`src/rtl/cpu_pkg.sv`:
```
// Shared opcode, ALU operation, class and state definitions for the control unit.
// Imported by instr_class_decode and control_unit.
package cpu_pkg;

  localparam logic [4:0] OP_LD   = 5'b00000;
  localparam logic [4:0] OP_LDI  = 5'b00001;
  localparam logic [4:0] OP_ST   = 5'b00010;
  localparam logic [4:0] OP_ADD  = 5'b00011;
  localparam logic [4:0] OP_SUB  = 5'b00100;
  localparam logic [4:0] OP_SHR  = 5'b00101;
  localparam logic [4:0] OP_SHL  = 5'b00110;
  localparam logic [4:0] OP_ROR  = 5'b00111;
  localparam logic [4:0] OP_ROL  = 5'b01000;
  localparam logic [4:0] OP_AND  = 5'b01001;
  localparam logic [4:0] OP_OR   = 5'b01010;
  localparam logic [4:0] OP_ADDI = 5'b01011;
  localparam logic [4:0] OP_ANDI = 5'b01100;
  localparam logic [4:0] OP_ORI  = 5'b01101;
  localparam logic [4:0] OP_MUL  = 5'b01110;
  localparam logic [4:0] OP_DIV  = 5'b01111;
  localparam logic [4:0] OP_NEG  = 5'b10000;
  localparam logic [4:0] OP_NOT  = 5'b10001;
  localparam logic [4:0] OP_MFHI = 5'b11000;
  localparam logic [4:0] OP_MFLO = 5'b11001;
  localparam logic [4:0] OP_NOP  = 5'b11010;
  localparam logic [4:0] OP_HALT = 5'b11011;

  localparam logic [3:0] ALU_ADD = 4'b0011;
  localparam logic [3:0] ALU_AND = 4'b1001;
  localparam logic [3:0] ALU_OR  = 4'b1010;

  typedef enum logic [3:0] {
    S_RESET, S_T0, S_T1, S_T2, S_T3,
    S_T4, S_T5, S_T6, S_T7, S_HALT
  } state_e;

  typedef enum logic [3:0] {
    C_ALU_RR, C_ALU_IMM, C_LDI, C_LD,
    C_ST, C_MULDIV, C_UNARY, C_MFHI,
    C_MFLO, C_NOP, C_HALT
  } iclass_e;

  typedef struct packed {
    logic       pc_out;
    logic       zlow_out;
    logic       zhigh_out;
    logic       hi_out;
    logic       lo_out;
    logic       mdr_out;
    logic       c_out;
    logic       mar_in;
    logic       pc_in;
    logic       mdr_in;
    logic       ir_in;
    logic       y_in;
    logic       inc_pc;
    logic       read;
    logic       write;
    logic       hi_in;
    logic       lo_in;
    logic       zin_high;
    logic       zin_low;
    logic       gra;
    logic       grb;
    logic       grc;
    logic       rin;
    logic       rout;
    logic       ba_out;
    logic [3:0] op;
    logic       run;
  } ctrl_t;

  // Final timing state of each instruction class.
  function automatic state_e last_state(iclass_e c);
    unique case (c)
      C_ALU_RR, C_ALU_IMM, C_LDI: last_state = S_T5;
      C_LD, C_ST:                 last_state = S_T7;
      C_MULDIV:                   last_state = S_T6;
      C_UNARY:                    last_state = S_T4;
      default:                    last_state = S_T3;
    endcase
  endfunction

endpackage

```
`src/rtl/instr_class_decode.sv`:
```
// Combinational opcode-to-class decode.
// in: opcode[4:0]; out: iclass, imm_op (ALU op for immediate forms).
import cpu_pkg::*;

module instr_class_decode (
  input  logic [4:0] opcode,
  output iclass_e    iclass,
  output logic [3:0] imm_op
);

  always_comb begin
    iclass = C_NOP;
    imm_op = ALU_ADD;
    unique case (opcode)
      OP_ADD, OP_SUB, OP_SHR, OP_SHL,
      OP_ROR, OP_ROL, OP_AND, OP_OR:
        iclass = C_ALU_RR;
      OP_ADDI: iclass = C_ALU_IMM;
      OP_ANDI: begin
        iclass = C_ALU_IMM;
        imm_op = ALU_AND;
      end
      OP_ORI: begin
        iclass = C_ALU_IMM;
        imm_op = ALU_OR;
      end
      OP_LDI:          iclass = C_LDI;
      OP_LD:           iclass = C_LD;
      OP_ST:           iclass = C_ST;
      OP_MUL, OP_DIV:  iclass = C_MULDIV;
      OP_NEG, OP_NOT:  iclass = C_UNARY;
      OP_MFHI:         iclass = C_MFHI;
      OP_MFLO:         iclass = C_MFLO;
      OP_HALT:         iclass = C_HALT;
      default:         iclass = C_NOP;
    endcase
  end

endmodule

```
`src/rtl/control_unit.sv`:
```
// Moore control FSM: fetch T0-T2, class sequence from T3, HALT and RESET.
// in: Clock, clear, IR, Stop; out: datapath strobes, operation, Run.
import cpu_pkg::*;

module control_unit (
  input  logic        Clock,
  input  logic        clear,
  input  logic [31:0] IR,
  input  logic        Stop,
  output logic        PCout,
  output logic        Zlowout,
  output logic        Zhighout,
  output logic        HIout,
  output logic        LOout,
  output logic        MDRout,
  output logic        Cout,
  output logic        MARin,
  output logic        PCin,
  output logic        MDRin,
  output logic        IRin,
  output logic        Yin,
  output logic        IncPC,
  output logic        Read,
  output logic        Write,
  output logic        HIin,
  output logic        LOin,
  output logic        Zin_high,
  output logic        Zin_low,
  output logic        Gra,
  output logic        Grb,
  output logic        Grc,
  output logic        Rin,
  output logic        Rout,
  output logic        BAout,
  output logic [3:0]  operation,
  output logic        Run
);

  state_e     state_q, state_d;
  iclass_e    iclass;
  logic [3:0] imm_op;
  logic [4:0] opcode;
  ctrl_t      ctrl, ctrl_o;
  logic       unused_ir;

  assign opcode    = IR[31:27];
  assign unused_ir = ^IR[26:0];

  instr_class_decode u_dec (
    .opcode (opcode),
    .iclass (iclass),
    .imm_op (imm_op)
  );

  always_ff @(posedge Clock or posedge clear) begin
    if (clear) state_q <= S_RESET;
    else       state_q <= state_d;
  end

  always_comb begin
    state_d = state_q;
    unique case (state_q)
      S_RESET: state_d = S_T0;
      S_HALT:  state_d = S_HALT;
      S_T0:    state_d = S_T1;
      S_T1:    state_d = S_T2;
      S_T2:    state_d = S_T3;
      default: begin
        if (state_q == S_T3 && iclass == C_HALT)
          state_d = S_HALT;
        else if (state_q == last_state(iclass))
          state_d = S_T0;
        else
          state_d = state_e'(state_q + 4'd1);
      end
    endcase
    // Stop only takes effect at an instruction boundary.
    if (state_d == S_T0 && Stop)
      state_d = S_HALT;
  end

  always_comb begin
    ctrl     = '0;
    ctrl.run = (state_q != S_HALT);
    unique case (state_q)
      S_T0: begin
        ctrl.pc_out  = 1'b1;
        ctrl.mar_in  = 1'b1;
        ctrl.inc_pc  = 1'b1;
        ctrl.zin_low = 1'b1;
      end
      S_T1: begin
        ctrl.zlow_out = 1'b1;
        ctrl.pc_in    = 1'b1;
        ctrl.read     = 1'b1;
        ctrl.mdr_in   = 1'b1;
      end
      S_T2: begin
        ctrl.mdr_out = 1'b1;
        ctrl.ir_in   = 1'b1;
      end
      S_T3: begin
        unique case (iclass)
          C_ALU_RR, C_ALU_IMM: begin
            ctrl.grb  = 1'b1;
            ctrl.rout = 1'b1;
            ctrl.y_in = 1'b1;
          end
          C_LDI, C_LD, C_ST: begin
            ctrl.grb    = 1'b1;
            ctrl.ba_out = 1'b1;
            ctrl.y_in   = 1'b1;
          end
          C_MULDIV: begin
            ctrl.gra  = 1'b1;
            ctrl.rout = 1'b1;
            ctrl.y_in = 1'b1;
          end
          C_UNARY: begin
            ctrl.grb     = 1'b1;
            ctrl.rout    = 1'b1;
            ctrl.zin_low = 1'b1;
            ctrl.op      = opcode[3:0];
          end
          C_MFHI: begin
            ctrl.hi_out = 1'b1;
            ctrl.gra    = 1'b1;
            ctrl.rin    = 1'b1;
          end
          C_MFLO: begin
            ctrl.lo_out = 1'b1;
            ctrl.gra    = 1'b1;
            ctrl.rin    = 1'b1;
          end
          default: ;
        endcase
      end
      S_T4: begin
        unique case (iclass)
          C_ALU_RR: begin
            ctrl.grc     = 1'b1;
            ctrl.rout    = 1'b1;
            ctrl.zin_low = 1'b1;
            ctrl.op      = opcode[3:0];
          end
          C_ALU_IMM: begin
            ctrl.c_out   = 1'b1;
            ctrl.zin_low = 1'b1;
            ctrl.op      = imm_op;
          end
          C_LDI, C_LD, C_ST: begin
            ctrl.c_out   = 1'b1;
            ctrl.zin_low = 1'b1;
            ctrl.op      = ALU_ADD;
          end
          C_MULDIV: begin
            ctrl.grb      = 1'b1;
            ctrl.rout     = 1'b1;
            ctrl.zin_low  = 1'b1;
            ctrl.zin_high = 1'b1;
            ctrl.op       = opcode[3:0];
          end
          C_UNARY: begin
            ctrl.zlow_out = 1'b1;
            ctrl.gra      = 1'b1;
            ctrl.rin      = 1'b1;
          end
          default: ;
        endcase
      end
      S_T5: begin
        unique case (iclass)
          C_ALU_RR, C_ALU_IMM, C_LDI: begin
            ctrl.zlow_out = 1'b1;
            ctrl.gra      = 1'b1;
            ctrl.rin      = 1'b1;
          end
          C_LD, C_ST: begin
            ctrl.zlow_out = 1'b1;
            ctrl.mar_in   = 1'b1;
          end
          C_MULDIV: begin
            ctrl.zlow_out = 1'b1;
            ctrl.lo_in    = 1'b1;
          end
          default: ;
        endcase
      end
      S_T6: begin
        unique case (iclass)
          C_LD: begin
            ctrl.read   = 1'b1;
            ctrl.mdr_in = 1'b1;
          end
          C_ST: begin
            ctrl.gra    = 1'b1;
            ctrl.rout   = 1'b1;
            ctrl.mdr_in = 1'b1;
          end
          C_MULDIV: begin
            ctrl.zhigh_out = 1'b1;
            ctrl.hi_in     = 1'b1;
          end
          default: ;
        endcase
      end
      S_T7: begin
        unique case (iclass)
          C_LD: begin
            ctrl.mdr_out = 1'b1;
            ctrl.gra     = 1'b1;
            ctrl.rin     = 1'b1;
          end
          C_ST: ctrl.write = 1'b1;
          default: ;
        endcase
      end
      default: ;
    endcase
  end

  // Outputs drop the instant clear rises, not at the next edge.
  assign ctrl_o = clear ? '0 : ctrl;

  assign PCout     = ctrl_o.pc_out;
  assign Zlowout   = ctrl_o.zlow_out;
  assign Zhighout  = ctrl_o.zhigh_out;
  assign HIout     = ctrl_o.hi_out;
  assign LOout     = ctrl_o.lo_out;
  assign MDRout    = ctrl_o.mdr_out;
  assign Cout      = ctrl_o.c_out;
  assign MARin     = ctrl_o.mar_in;
  assign PCin      = ctrl_o.pc_in;
  assign MDRin     = ctrl_o.mdr_in;
  assign IRin      = ctrl_o.ir_in;
  assign Yin       = ctrl_o.y_in;
  assign IncPC     = ctrl_o.inc_pc;
  assign Read      = ctrl_o.read;
  assign Write     = ctrl_o.write;
  assign HIin      = ctrl_o.hi_in;
  assign LOin      = ctrl_o.lo_in;
  assign Zin_high  = ctrl_o.zin_high;
  assign Zin_low   = ctrl_o.zin_low;
  assign Gra       = ctrl_o.gra;
  assign Grb       = ctrl_o.grb;
  assign Grc       = ctrl_o.grc;
  assign Rin       = ctrl_o.rin;
  assign Rout      = ctrl_o.rout;
  assign BAout     = ctrl_o.ba_out;
  assign operation = ctrl_o.op;
  assign Run       = ctrl_o.run;

endmodule
```
`config.mk`:
```
export PLATFORM = sky130hd
export DESIGN_NAME = control_unit
export DESIGN_NICKNAME = d
export VERILOG_FILES = /design/src/rtl/cpu_pkg.sv /design/src/rtl/instr_class_decode.sv /design/src/rtl/control_unit.sv
export SDC_FILE = /design/constraint.sdc
export NUM_CORES = 1
export LEC_CHECK = 0
export ABC_CLOCK_PERIOD_IN_PS = 2450
export BUFFER_PORTS_ARGS = -buffer_cell sky130_fd_sc_hd__buf_4
export CORE_ASPECT_RATIO = 0.8
export CORE_MARGIN = 1
export CORE_UTILIZATION = 37
export DETAILED_ROUTE_END_ITERATION = 12
export GPL_ROUTABILITY_DRIVEN = 0
export PLACE_DENSITY = 0.76
export SETUP_SLACK_MARGIN = 0.4
export SLEW_MARGIN = 5
export SYNTH_ARGS = -nofsm -noshare
export SYNTH_HDL_FRONTEND = slang
export SYNTH_SLANG_ARGS = --single-unit
```
`constraint.sdc`:
```
create_clock -name Clock -period 2.45 [get_ports Clock]
set_clock_uncertainty 0.2 [all_clocks]
set_input_delay 0.3675 -clock Clock [delete_from_list [all_inputs] [get_ports Clock]]
set_output_delay 0.3675 -clock Clock [all_outputs]
set_load 0.02 [all_outputs]
```
==> flow_summary_export.csv, run 1 <==
group,metric,value,unit
outcome,status,"stopped before the end",
floorplan,rows,15,
synthesis,synth_top_area_cell,"dfrtp_1",
synthesis,synth_area,933.4,um2
synthesis,yosysUniqueCellTypes,47,
synthesis,async_flop_share,1.000,
synthesis,syn_nets,184,
outcome,error,"[ERROR DPL-0038] Utilization greater than 100%, impossible to legalize",
timing,worst_endpoint,"Gra",
clock_network,cts_sinks,4,
clock_network,hold_buffers,0,
synthesis,yosysWarnings,0,
synthesis,synth_enable_flop_cells,0,
synthesis,synthesis.instances,145,
clock_network,htree_levels,1,
synthesis,syn_area_per_cell,6.437,um2
outcome,flow.stopped_at,"global routing",
clock_network,cts_made_buffers,3,
floorplan,initial_utilization,0.4110,
floorplan,dieHeight,46.93,um
place,dp.final_hpwl,2720,um
global_route,grt_max_degree,14,
synthesis,synth_top_area_share,0.1072,
floorplan,io_pins,65,
synthesis,ys_top_cells_by_area,"dfrtp_1 (11%), nor3_1 (6.4%), nor2_1 (5.6%)",
clock_network,clockRootBuffer,"clkbuf_4",
floorplan,fp.dieW,58.16,um
clock_network,cts_buffer_depth,2,
timing,endpoint_type,"primary output",
synthesis,synth-seq-area-share,0.1072,
place,portBuffers,37,
synthesis,ys_seq_elements,4,
synthesis,yosys_most_used_dff,"dfrtp_1",
place,place_area,1530,um2
synth_stat cells (3+ instances only):
cell	number
nand3_1	8
nor2_1	14
dfrtp_1	4
o21ai_0	7
ha_1	4
buf_2	3
nand2_1	13
a21oi_1	8
or2_2	3
nor4_1	3
nor3_1	12
nor2b_1	4
nand2b_1	3
inv_1	7
clkbuf_1	11
timing repair:
action                                  4_1_cts
endpoints found under the setup margin       32
gates resized for setup                      59
pin swaps                                    19
buffers inserted                             14
metrics by stage:
step	setup slack, ns	std cells
global placement	-0.03128	228
floorplan	0.1746	145
CTS	0.03911	245
detailed placement	0.002740	228
cells by family after synthesis:
family,Yosys count,share of synthesized area
DFF,4,0.1072
xor gates and xnor gates,1,0.009385
AOI/OAI and AO/OA,37,0.2788
and+or+nand+nor,74,0.4236
muxes,2,0.02279
adders and majority gates,4,0.05362
buffers and inverters,23,0.1046
==> run 2, diff against run 1 <==
==> config.mk (replaced) <==
export PLATFORM = sky130hd
export DESIGN_NAME = control_unit
export DESIGN_NICKNAME = d
export VERILOG_FILES = /design/src/rtl/cpu_pkg.sv /design/src/rtl/instr_class_decode.sv /design/src/rtl/control_unit.sv
export SDC_FILE = /design/constraint.sdc
export NUM_CORES = 1
export LEC_CHECK = 0
export ABC_CLOCK_PERIOD_IN_PS = 3200
export BUFFER_PORTS_ARGS = -buffer_cell sky130_fd_sc_hd__buf_4
export CORE_AREA = 2 2 63 65
export DETAILED_ROUTE_END_ITERATION = 12
export DIE_AREA = 0 0 65 67
export GPL_ROUTABILITY_DRIVEN = 0
export PLACE_DENSITY_LB_ADDON = 0.15
export SLEW_MARGIN = 5
export SYNTH_ARGS = -nofsm -noshare
export SYNTH_HDL_FRONTEND = slang
export SYNTH_SLANG_ARGS = --single-unit
==> constraint.sdc (replaced) <==
create_clock -name Clock -period 3.2 [get_ports Clock]
set_clock_uncertainty 0.2 [all_clocks]
set_input_delay 0.48 -clock Clock [delete_from_list [all_inputs] [get_ports Clock]]
set_output_delay 0.48 -clock Clock [all_outputs]
set_load 0.02 [all_outputs]
==> run 2 against run 1 <==
Effect of this change: the run now ends clean; synthesized area is the same; synthesized cell count is the same.
==> flow_summary_export.csv, run 2 <==
group,metric,value,unit
floorplan,dieHeight,67,um
hold_path,min-delay-path-class,"input port to async pin",
synthesis,ys_top_cells_by_area,"dfrtp_1 (11%), nor3_1 (6.4%), nor2_1 (5.6%)",
layout,largest_reg_flops,4,
global_route,antenna_found_initial,0,
clock_network,cts_resized,0,
clock_network,clk_pin_slew,0.03,ns
power,p_leak,0.5579,nW
floorplan,core,3606,um2
place,pre_cts_slack,0.4525,ns
global_route,grt_remaining_overflow,0,
clock_network,cts_sinks,4,
detailed_routing,drc,0,
critical_path,arrival,2.08,ns
timing,relSlewSlack,0.6191,
place,portBuffers,37,
clock_network,post_cts_buffers,0,
timing,finalSetupViolCount,0,
floorplan,fp.dieW,65,um
synthesis,yosys_most_used_dff,"dfrtp_1",
synthesis,syn_area_per_cell,6.437,um2
critical_path,cp_cell_sequence,"nor2b_1 > nand3_1 > nor4b_1 > buf_4",
timing,grt_setup_unrepaired,"no",
critical_path,crit_fanout,15,
synthesis,synth_top_area_cell,"dfrtp_1",
synthesis,ys_seq_elements,4,
timing,timing.final.crit_period,2.757,ns
detailed_routing,met1Wirelength,1530,um
critical_path,cp.required,2.52,ns
detailed_routing,highest_layer,"met4",
global_route,grt_pass1_vias,1119,
synthesis,synth-seq-area-share,0.1072,
clock_network,cts_buffer_depth,2,
synthesis,syn_nets,184,
detailed_routing,drtPass1Iterations,4,
synthesis,yosysUniqueCellTypes,47,
global_route,grt_usage,0.1460,
clock_network,hold_buffers,0,
synthesis,synth_most_common_cell,"nor2_1",
floorplan,initial_utilization,0.2588,
synthesis,yosysWarnings,0,
critical_path,reg2reg_depth,6,
place,dp.cells,216,
layout,fin_cells,219,
clock_network,cts_tree,"yes",
layout,antennaDiodeCount,0,
layout,layout-drive-gt1-share,0.2924,
power,power.density,678.9,nW/um2
detailed_routing,drtIter0Drc,36,
clock_network,worstSkewPairLatency,0.22,ns
timing,finalHoldViolations,0,
detailed_routing,drtAntennaViolNets,0,
layout,utilization,0.3484,
critical_path,worstSetupStartpointType,"register",
global_route,grt_max_degree,18,
place,dp.final_hpwl,2373,um
clock_network,clockRootBuffer,"clkbuf_8",
layout,layout_common_cells,"buf_4 (39), nor2_1 (14), nand2_1 (13)",
synthesis,synth_top_area_share,0.1072,
critical_path,crit_type,"register to primary output",
critical_path,slowest_delay,0.59,ns
detailed_routing,drt_wl_total,3102,um
timing,drv_slew,0,
detailed_routing,vias,1172,
timing,timing.hold.ws,0.07535,ns
layout,max_flop_register,"state_q",
layout,syn_to_final_growth,34.58,%
outcome,status,"complete, no violations",
synthesis,synth_enable_flop_cells,0,
global_route,grt_first_pass_wirelength,5106,um
critical_path,crit_path_end_kind,"primary output",
layout,layout_commonest_cell,"buf_4",
detailed_routing,viasPerCell,5.352,
timing,worst_slew_pin_slew,0.5662,ns
layout,reg_top3,"state_q (4)",
timing,fmax,0.3627,GHz
layout,fin_nets,212,
floorplan,design.die.area,4355,um2
timing,post-route-period-util,0.8616,
timing,setup_ws,0.4430,ns
floorplan,io_pins,65,
critical_path,critical_path.slowest_cell,"dfrtp_1",
floorplan,rows,22,
clock_network,htree_levels,1,
clock_network,cts_made_buffers,3,
detailed_routing,wl_met3,147,um
detailed_routing,wire_per_inst,14.16,um
detailed_routing,route.met2.wl,1386,um
synthesis,synth_common_cells,"nor2_1 (14), nand2_1 (13), nor3_1 (12), clkbuf_1 (11)",
synthesis,synthesis.instances,145,
timing,setup_tns,0,ns
synthesis,synth_area,933.4,um2
run,cap_violations,0,
power,ir_drop,0.6254,mV
synthesis,async_flop_share,1.000,
-- run 2: worst max-delay path: cells and delay by family, from the launching register on --
family,cells,cell delay [ns]
buffers and inverters,1,0.20
AND/OR/NAND/NOR,3,1.07
flip-flops,1,0.59
-- run 2: path summary, 6_finish.rpt --
| path | startpoint | to | slack, ns |
|---|---|---|---|
| max | state_q[2] | LOout | 0.44 |
| min | clear | state_q[3] | 0.08 |
| max reg2reg | state_q[2] | state_q[3] | 0.70 |
| min reg2reg | state_q[0] | state_q[0] | 0.60 |
| max in group asynchronous | clear | state_q[1] | 2.49 |
| min in group Clock | Stop | state_q[3] | 0.40 |
-- run 2: per-stage QoR --
step / area [um2] / total power (W)
3_3_place_gp: 1215 / 0.0007426
6_report: 1256 / 0.0008528
5_1_grt: 1256 / 0.0009329
3_5_place_dp: 1215 / 0.0007452
4_1_cts: 1256 / 0.0008566
2_1_floorplan: 933.4 / 0.0005794
-- run 2: report_power, final --
part | leakage, nW | internal [W] | switching (W)
Sequential | 0.0479 | 0.0000798 | 0.0000650
Clock | 0.0216 | 0.0000802 | 0.0000257
Combinational | 0.489 | 0.000258 | 0.000344
Total | 0.558 | 0.000418 | 0.000435
-- run 2: kinds of logic (layout without fill, tap and decap cells) --
logic type,count (synthesis),count (layout),share of synthesized area
compound gates,37,37,0.2788
xor+xnor,1,1,0.009385
fa+ha+maj,4,4,0.05362
buf+inv,23,49,0.1046
flops,4,4,0.1072
mux,2,2,0.02279
simple gates,74,74,0.4236
-- run 2: layout make-up --
cell class              count  area, um2
well taps                  48      60.06
repair buffers             39      292.8
multi-input cells         118      735.7
fillers                   385       2350
flip-flops and latches      4      100.1
clock buffers               3      41.29
inverters                   7      26.28
-- run 2: per-layer routing --
layer / vias to the layer above / track usage
met4: 0 / 0.03191
met5: - / 0
li1: 581 / -
met3: 4 / 0.03209
met1: 550 / 0.1935
met2: 37 / 0.2410
Power figures use the tool's default switching activity.
